==> config.mk <==
export PLATFORM = sky130hd
export DESIGN_NAME = load_store_unit
export DESIGN_NICKNAME = d
export VERILOG_FILES = /design/src/rtl/load_store_unit_pkg.sv /design/src/rtl/load_store_unit_load_align.sv /design/src/rtl/load_store_unit.sv
export SDC_FILE = /design/constraint.sdc
export NUM_CORES = 1
export LEC_CHECK = 0
export ABC_AREA = 1
export BUFFER_PORTS_ARGS = -buffer_cell sky130_fd_sc_hd__buf_2
export CAP_MARGIN = 20
export CORE_MARGIN = 2
export CORE_UTILIZATION = 45
export DETAILED_ROUTE_END_ITERATION = 10
export PLACE_DENSITY = 0.82
export SYNTH_ARGS = -nofsm -noshare
export SYNTH_HDL_FRONTEND = slang
export SYNTH_HIERARCHICAL = 1
export SYNTH_SLANG_ARGS = --single-unit
==> constraint.sdc <==
create_clock -name clk -period 1.38 [get_ports clk]
set_input_delay 0.276 -clock clk [delete_from_list [all_inputs] [get_ports clk]]
set_output_delay 0.276 -clock clk [all_outputs]
set_load 0.02 [all_outputs]
==> src/rtl/load_store_unit_pkg.sv <==
// Shared definitions for the load/store unit: RV32I funct3 access codes,
// opcodes shared with the ALU decoder, FSM encoding and access legality helpers.
package load_store_unit_pkg;

  localparam logic [2:0] F3_B  = 3'b000;
  localparam logic [2:0] F3_H  = 3'b001;
  localparam logic [2:0] F3_W  = 3'b010;
  localparam logic [2:0] F3_BU = 3'b100;
  localparam logic [2:0] F3_HU = 3'b101;

  localparam logic [6:0] OP_LOAD  = 7'b0000011;
  localparam logic [6:0] OP_STORE = 7'b0100011;

  typedef enum logic [1:0] {
    ST_IDLE = 2'd0,
    ST_REQ  = 2'd1,
    ST_DONE = 2'd2
  } lsu_state_e;

  function automatic logic f3_legal(input logic we, input logic [2:0] f3);
    if (we) return (f3 == F3_B) || (f3 == F3_H) || (f3 == F3_W);
    return (f3 == F3_B) || (f3 == F3_H) || (f3 == F3_W) ||
           (f3 == F3_BU) || (f3 == F3_HU);
  endfunction

  // funct3[1:0] encodes the access size for both signed and unsigned forms
  function automatic logic is_aligned(input logic [2:0] f3, input logic [1:0] lo);
    case (f3[1:0])
      2'b00:   return 1'b1;
      2'b01:   return !lo[0];
      2'b10:   return lo == 2'b00;
      default: return 1'b0;
    endcase
  endfunction

endpackage

==> src/rtl/load_store_unit_load_align.sv <==
// Combinational load extraction: picks the byte/halfword lane from a memory word
// and sign- or zero-extends it to 32 bits.
module load_align
  import load_store_unit_pkg::*;
(
  input  logic [2:0]  funct3,
  input  logic [1:0]  addr_lo,
  input  logic [31:0] rdata,
  output logic [31:0] data
);

  logic [7:0]  byte_sel;
  logic [15:0] half_sel;

  always_comb begin
    byte_sel = '0;
    case (addr_lo)
      2'd0: byte_sel = rdata[7:0];
      2'd1: byte_sel = rdata[15:8];
      2'd2: byte_sel = rdata[23:16];
      2'd3: byte_sel = rdata[31:24];
      default: byte_sel = '0;
    endcase
    half_sel = addr_lo[1] ? rdata[31:16] : rdata[15:0];
  end

  always_comb begin
    data = '0;
    case (funct3)
      F3_B:    data = {{24{byte_sel[7]}}, byte_sel};
      F3_H:    data = {{16{half_sel[15]}}, half_sel};
      F3_W:    data = rdata;
      F3_BU:   data = {24'd0, byte_sel};
      F3_HU:   data = {16'd0, half_sel};
      default: data = '0;
    endcase
  end

endmodule

==> src/rtl/load_store_unit.sv <==
// Memory-access stage: byte/half/word loads and stores over a req/ack data
// memory port, with fault reporting for misaligned, illegal and timed-out accesses.
//
// state | meaning
// IDLE  | ready for a request; illegal/misaligned goes straight to DONE
// REQ   | mem_req held until mem_ack or TIMEOUT cycles elapse
// DONE  | one-cycle done pulse, fault/ReadData valid
module load_store_unit
  import load_store_unit_pkg::*;
#(
  parameter int TIMEOUT = 16,
  parameter int CNT_W   = 5
) (
  input  logic        clk,
  input  logic        rst_n,
  input  logic        ls_valid,
  output logic        ls_ready,
  input  logic        MemWrite,
  input  logic [2:0]  funct3,
  input  logic [31:0] ALUResult,
  input  logic [31:0] WriteData,
  output logic        done,
  output logic        fault,
  output logic [31:0] ReadData,
  output logic        mem_req,
  output logic        mem_we,
  output logic [31:0] mem_addr,
  output logic [3:0]  mem_be,
  output logic [31:0] mem_wdata,
  input  logic        mem_ack,
  input  logic [31:0] mem_rdata
);

  lsu_state_e       state_q;
  logic             we_q;
  logic [2:0]       f3_q;
  logic [1:0]       addr_lo_q;
  logic [CNT_W-1:0] cnt_q;
  logic [CNT_W-1:0] cnt_d;
  logic             done_q, fault_q, mem_req_q, mem_we_q;
  logic [31:0]      read_data_q, mem_addr_q, mem_wdata_q;
  logic [3:0]       mem_be_q;

  logic [3:0]       be_d;
  logic [31:0]      wdata_d;
  logic             access_ok;
  logic [31:0]      ld_data;

  always_comb begin
    be_d    = '0;
    wdata_d = '0;
    case (funct3[1:0])
      2'b00: begin
        be_d    = 4'b0001 << ALUResult[1:0];
        wdata_d = {4{WriteData[7:0]}};
      end
      2'b01: begin
        be_d    = 4'b0011 << ALUResult[1:0];
        wdata_d = {2{WriteData[15:0]}};
      end
      2'b10: begin
        be_d    = 4'b1111;
        wdata_d = WriteData;
      end
      default: ;
    endcase
  end

  assign access_ok = f3_legal(MemWrite, funct3) && is_aligned(funct3, ALUResult[1:0]);
  assign cnt_d     = cnt_q + CNT_W'(1);

  load_align u_load_align (
    .funct3 (f3_q),
    .addr_lo(addr_lo_q),
    .rdata  (mem_rdata),
    .data   (ld_data)
  );

  always_ff @(posedge clk or negedge rst_n) begin
    if (!rst_n) begin
      state_q     <= ST_IDLE;
      we_q        <= 1'b0;
      f3_q        <= '0;
      addr_lo_q   <= '0;
      cnt_q       <= '0;
      done_q      <= 1'b0;
      fault_q     <= 1'b0;
      read_data_q <= '0;
      mem_req_q   <= 1'b0;
      mem_we_q    <= 1'b0;
      mem_addr_q  <= '0;
      mem_be_q    <= '0;
      mem_wdata_q <= '0;
    end else begin
      done_q <= 1'b0;
      case (state_q)
        ST_IDLE: begin
          if (ls_valid) begin
            we_q        <= MemWrite;
            f3_q        <= funct3;
            addr_lo_q   <= ALUResult[1:0];
            mem_addr_q  <= {ALUResult[31:2], 2'b00};
            mem_be_q    <= be_d;
            mem_wdata_q <= wdata_d;
            cnt_q       <= '0;
            read_data_q <= '0;
            if (access_ok) begin
              state_q   <= ST_REQ;
              mem_req_q <= 1'b1;
              mem_we_q  <= MemWrite;
              fault_q   <= 1'b0;
            end else begin
              state_q <= ST_DONE;
              done_q  <= 1'b1;
              fault_q <= 1'b1;
            end
          end
        end
        ST_REQ: begin
          cnt_q <= cnt_d;
          // ack beats a simultaneous timeout
          if (mem_ack) begin
            state_q     <= ST_DONE;
            done_q      <= 1'b1;
            mem_req_q   <= 1'b0;
            mem_we_q    <= 1'b0;
            fault_q     <= 1'b0;
            read_data_q <= we_q ? 32'd0 : ld_data;
          end else if (cnt_d == CNT_W'(TIMEOUT)) begin
            state_q     <= ST_DONE;
            done_q      <= 1'b1;
            mem_req_q   <= 1'b0;
            mem_we_q    <= 1'b0;
            fault_q     <= 1'b1;
            read_data_q <= '0;
          end
        end
        ST_DONE: state_q <= ST_IDLE;
        default: state_q <= ST_IDLE;
      endcase
    end
  end

  assign ls_ready  = (state_q == ST_IDLE);
  assign done      = done_q;
  assign fault     = fault_q;
  assign ReadData  = read_data_q;
  assign mem_req   = mem_req_q;
  assign mem_we    = mem_we_q;
  assign mem_addr  = mem_addr_q;
  assign mem_be    = mem_be_q;
  assign mem_wdata = mem_wdata_q;

endmodule

* After elaboration in Yosys (flattened, before gate mapping)
Index checks and enable logic that the tools add are counted. Widths: inputs -> output; s select.
Word-level totals: register bits 115, input port bits 104, word-level logic and storage cells 90
Cells by class: $add $sub $neg 1, equality and inequality tests 18, shifts and indexed selects 2, mux-type cells 38, reduce and logical (&&, ||, !) cells 18
Operators with widths (number):
- $pmux 32 s5 | 1
- $mux 32 | 4
- $pmux 32 s3 | 1
- $pmux 32 s2 | 1
- $pmux 8 s4 | 1
- $mux 1 | 16
- $mux 16 | 1
- $eq 3x3->1 const B | 4
- $pmux 4 s3 | 1
- $pmux 5 s2 | 1
- $logic_not 2->1 | 4
- $mux 2 | 4
- $pmux 1 s2 | 4
- $eq 2x1->1 const B | 3
- $eq 2x2->1 const B | 3
- $eq 3x1->1 const B | 2
- $eq 3x2->1 const B | 2
- $logic_not 3->1 | 2
- $reduce_and 2->1 | 3
- $add 5x1->5 const B | 1
- $eq 5x5->1 const B | 1
- $mux 5 | 1
- $logic_or 1x1->1 | 4
- $pmux 2 s2 | 1
- other kinds (11) | 11

* Logic depth before layout (Yosys ltp)
depth in word-level cells 10, gate-level depth with buffers 11

* Cells and area by module
Netlist, hierarchy kept.
Modules (own cells, without submodules):
- load_store_unit | instances 1, cells each 557, area each 5041.1 µm², sequential area each 2877.8 µm²
- load_align | instances 1, cells each 255, area each 1079.8 µm², sequential area each 0.0 µm²

* Least setup slack after synthesis
Ideal clock, no wire load.
path type flip-flop to flip-flop, start register cnt_q[0], end register read_data_q[10] (netlist: ReadData[10]), library setup time 0.074 ns, arrival 1.363 ns, required time 1.306 ns, slack -0.057 ns, stages on the path, launching flop included 10, path buffers 1, cells stage by stage dfrtp_1 -> ha_1 -> nand2_2 -> inv_2 -> nand3_1 -> nand2_2 -> nand4_4 -> nand3_4 -> buf_8 -> o21ai_2
Between the ends: cells in the longest elaborated chain, start to end 4
Ends and longest elaborated chain:
- start: declaration | line load_store_unit.sv:38 | logic [CNT_W-1:0] cnt_q;
- start signal: assignment | line load_store_unit.sv:120 | cnt_q <= cnt_d;
- $add 5x1->5 | line load_store_unit.sv:70 | assign cnt_d = cnt_q + CNT_W'(1);
- $eq 5x5->1 | line load_store_unit.sv:129 | end else if (cnt_d == CNT_W'(TIMEOUT)) begin
- $ne 3x3->1 (no line)
- $reduce_and 3->1 (no line)
- end signal: assignment | line load_store_unit.sv:128 | read_data_q <= we_q ? 32'd0 : ld_data;
- end: declaration | line load_store_unit.sv:41 | logic [31:0] read_data_q, mem_addr_q, mem_wdata_q;
Every way passes these cells. A chain may end at the register's enable or synchronous reset.

* Final worst setup path
start register cnt_q[0], end register read_data_q[16] (netlist: ReadData[16])
The elaborated chain is that of the path after synthesis.

==> out/results.ini <==
[route]
wl_per_cell_um = 15.2
drt_iter0_markers = 508
wl_met3_um = 1540
top_layer = met4
dr.pass1.iters = 5
finalWirelength_um = 18800
route.detailed.drc = 0
wl_met1_um = 7490
via_per_inst = 5.06
wl_met2_um = 9370
ant_nets = 0
via_count = 6259

[power_and_ir_drop]
p_leak_nw = 4.75
power.density_nw_per_um2 = 1810
vdd_drop_max_uv = 1110

[yosys]
yosysWarningCount = 6
synth-main-ff-cell = dfrtp_1
synth-edff-count = 0
synth_seq_cells = 115
ys_seq_area_share_pct = 47.0
synth_cells = 812
avgSynthCellArea_sq_um = 7.54
synth_top_cells_by_count = nand2_1 (340), dfrtp_1 (115), inv_1 (96)
synth-async-reset-ratio_pct = 100
ys_types = 32
synthTopCellsByArea = dfrtp_1 (47%), nand2_1 (21%), inv_1 (5.9%)
synth.cell_area_sq_um = 6120
synth_area_leader_cell = dfrtp_1
synth_top_area_share_pct = 47.0
synth.most_common_cell = nand2_1

[global_route]
grt_pass1_vias = 5989
grt.total_usage_pct = 25.2
grt-ovfl-total = 0
grt_max_degree = 50
antenna_found_initial = 0
grt_pass1_wl_um = 28800

[final_layout]
final_core_util_pct = 64.0
insertedDiodeCount = 0
register_area_sq_um = 2880
multiInputGateArea_sq_um = 2670
area_delta_synth_final_pct = 38.5
drive_gt1_share_pct = 33.2
nFillCells = 1179
layout.nets = 1152

[clock_tree]
clock-sinks = 115
clockBufferDepth = 2
path_clk_slew_ps = 60
clk_latency_ps = 420
cts_root_buf = clkbuf_16
cts_max_level = 4
tritoncts = yes
cts_buffers = 17

[worst_setup_path]
rrSetupSlack_ps = -140
slowest_delay_ps = 390
r2r-start = cnt_q[0]
arrival_ps = 1830
slowest_stage = dfrtp_1
reg2regPathDepth = 9
end_kind = register
cp_max_fo = 16
crit_required_ps = 1690
cp-start-kind = register
cp_cell_sequence = ha_4, nand2_4, inv_4, nand3_4, nand2_4, nand4_4, nand3_4, buf_12, o21ai_2
worst-setup-path-type = reg -> reg
reg2reg_to = ReadData[16]

[placement]
io_buffers = 206
dp_slack_ps = -121
gp_congestion = 0.924
hpwlAfterDp_um = 12800

[sta]
slew_viol_final = 0
post-route-min-period_ps = 1520
rsz0062_at_grt = true
worst_slack_ps = -142
relSlewSlack_pct = 60.2
finalSetupViolCount = 39
post-route-period-util_pct = 110
whs_ps = 52.2
fmax_ghz = 0.657
worst_slew_pin_slew_ps = 595
final-hold-violation-count = 0
clock_skew_ps = 5.87

[floorplanning]
fp.dieArea_sq_um = 14600
die_height_um = 121
ioPinCount = 209
core_sq_um = 13200
rows = 42
start_util_pct = 46.2
die_w_um = 121

[run_status]
outcome = complete, but fails checks
violations = setup timing

[flow_run]
drv_cap = 0

[hold_path]
hp-start = ALUResult[6]
hold_path_end = mem_addr[6]
hold_depth = 3
worstHoldPathType = in -> reg

through the flow:
step | instances | total power, mW | TNS (ps) | cell area, sq um
3_3_place_gp | 1190 | 10.3 | -566 | 7520
5_1_grt | 1236 | 16.2 | -7020 | 8480
2_1_floorplan | 813 | 8.51 | -1410 | 6160
3_5_place_dp | 1190 | 10.4 | -4270 | 7520
4_1_cts | 1227 | 15.1 | -3650 | 8240
6_report | 1236 | 15.4 | -4330 | 8480
cells by family (layout without fill, tap and decap cells):
family,count (synthesis),count (layout),synth area share [%]
AOI/OAI and AO/OA,121,121,12.5
DFF,115,115,47.0
other,1,2,0.0613
buffers and inverters,142,389,10.9
adders and majority gates,1,1,0.204
and+or+nand+nor,432,432,29.3
cell type report:
class	instances	area share [%]
clock buffer	20	5.39
clock inverter	12	1.83
inverter	103	4.80
multi-input combinational	556	31.5
sequential	115	34.0
tap	176	2.60
timing repair buffer	254	19.9
power by group:
part | internal, mW | total, mW | switching [mW]
logic | 2.18 | 5.96 | 3.78
clock network | 2.93 | 4.55 | 1.62
registers | 4.25 | 4.85 | 0.598
registers in the layout, summed over array words and instances, names as in the netlist:
name       cells
ReadData      32
addr_lo_q      2
cnt_q          5
done           1
f3_q           3
fault          1
mem_addr      30
mem_be         4
mem_req        1
mem_wdata     32
mem_we         1
state_q        2
we_q           1
critical path, delay by kind of cell (launching register included):
| kind | cells | cell delay, ps |
|---|---|---|
| AO/OA/AOI/OAI | 1 | 60 |
| adder cells (fa/ha/maj) | 1 | 160 |
| buffers and inverters | 2 | 280 |
| flip-flops | 1 | 390 |
| AND/OR/NAND/NOR | 5 | 510 |
cell usage in the layout, fill, tap and decap left out, types with 18 or more instances in the layout:
master and instances:
inv_1 95, o21ai_0 18, o21ai_1 24, o21ai_2 30, nor2_1 41, nand3_1 27, dfrtp_1 112, buf_4 24
clkbuf_16 22, nand2_1 338, a21oi_1 31, buf_2 204
worst max path at each step:
stage	start	to	slack, ps	cells after the start
CTS	cnt_q[1]	fault	-120	9
finish	cnt_q[0]	ReadData[16]	-140	9
detailed placement	cnt_q[1]	mem_we	-120	10
floorplan	cnt_q[0]	fault	-40	9
global placement	state_q[1]	cnt_q[1]	-40	6
global route	cnt_q[1]	ReadData[13]	-200	9
metal layers:
| layer | vias up | track usage [%] |
|---|---|---|
| li1 | 2978 | - |
| met1 | 2940 | 30.3 |
| met2 | 305 | 43.1 |
| met3 | 36 | 7.12 |
| met4 | 0 | 8.87 |
| met5 | - | 0 |
timing repair:
item	in CTS	in global routing
gates resized for setup	13	26
cloned	1	5
pin swaps	2	6
buffers inserted	3	4
endpoints found under the hold margin	15	0
setup endpoints to repair	64	73
hold buffers	1	0
Power figures use the tool's default switching activity.
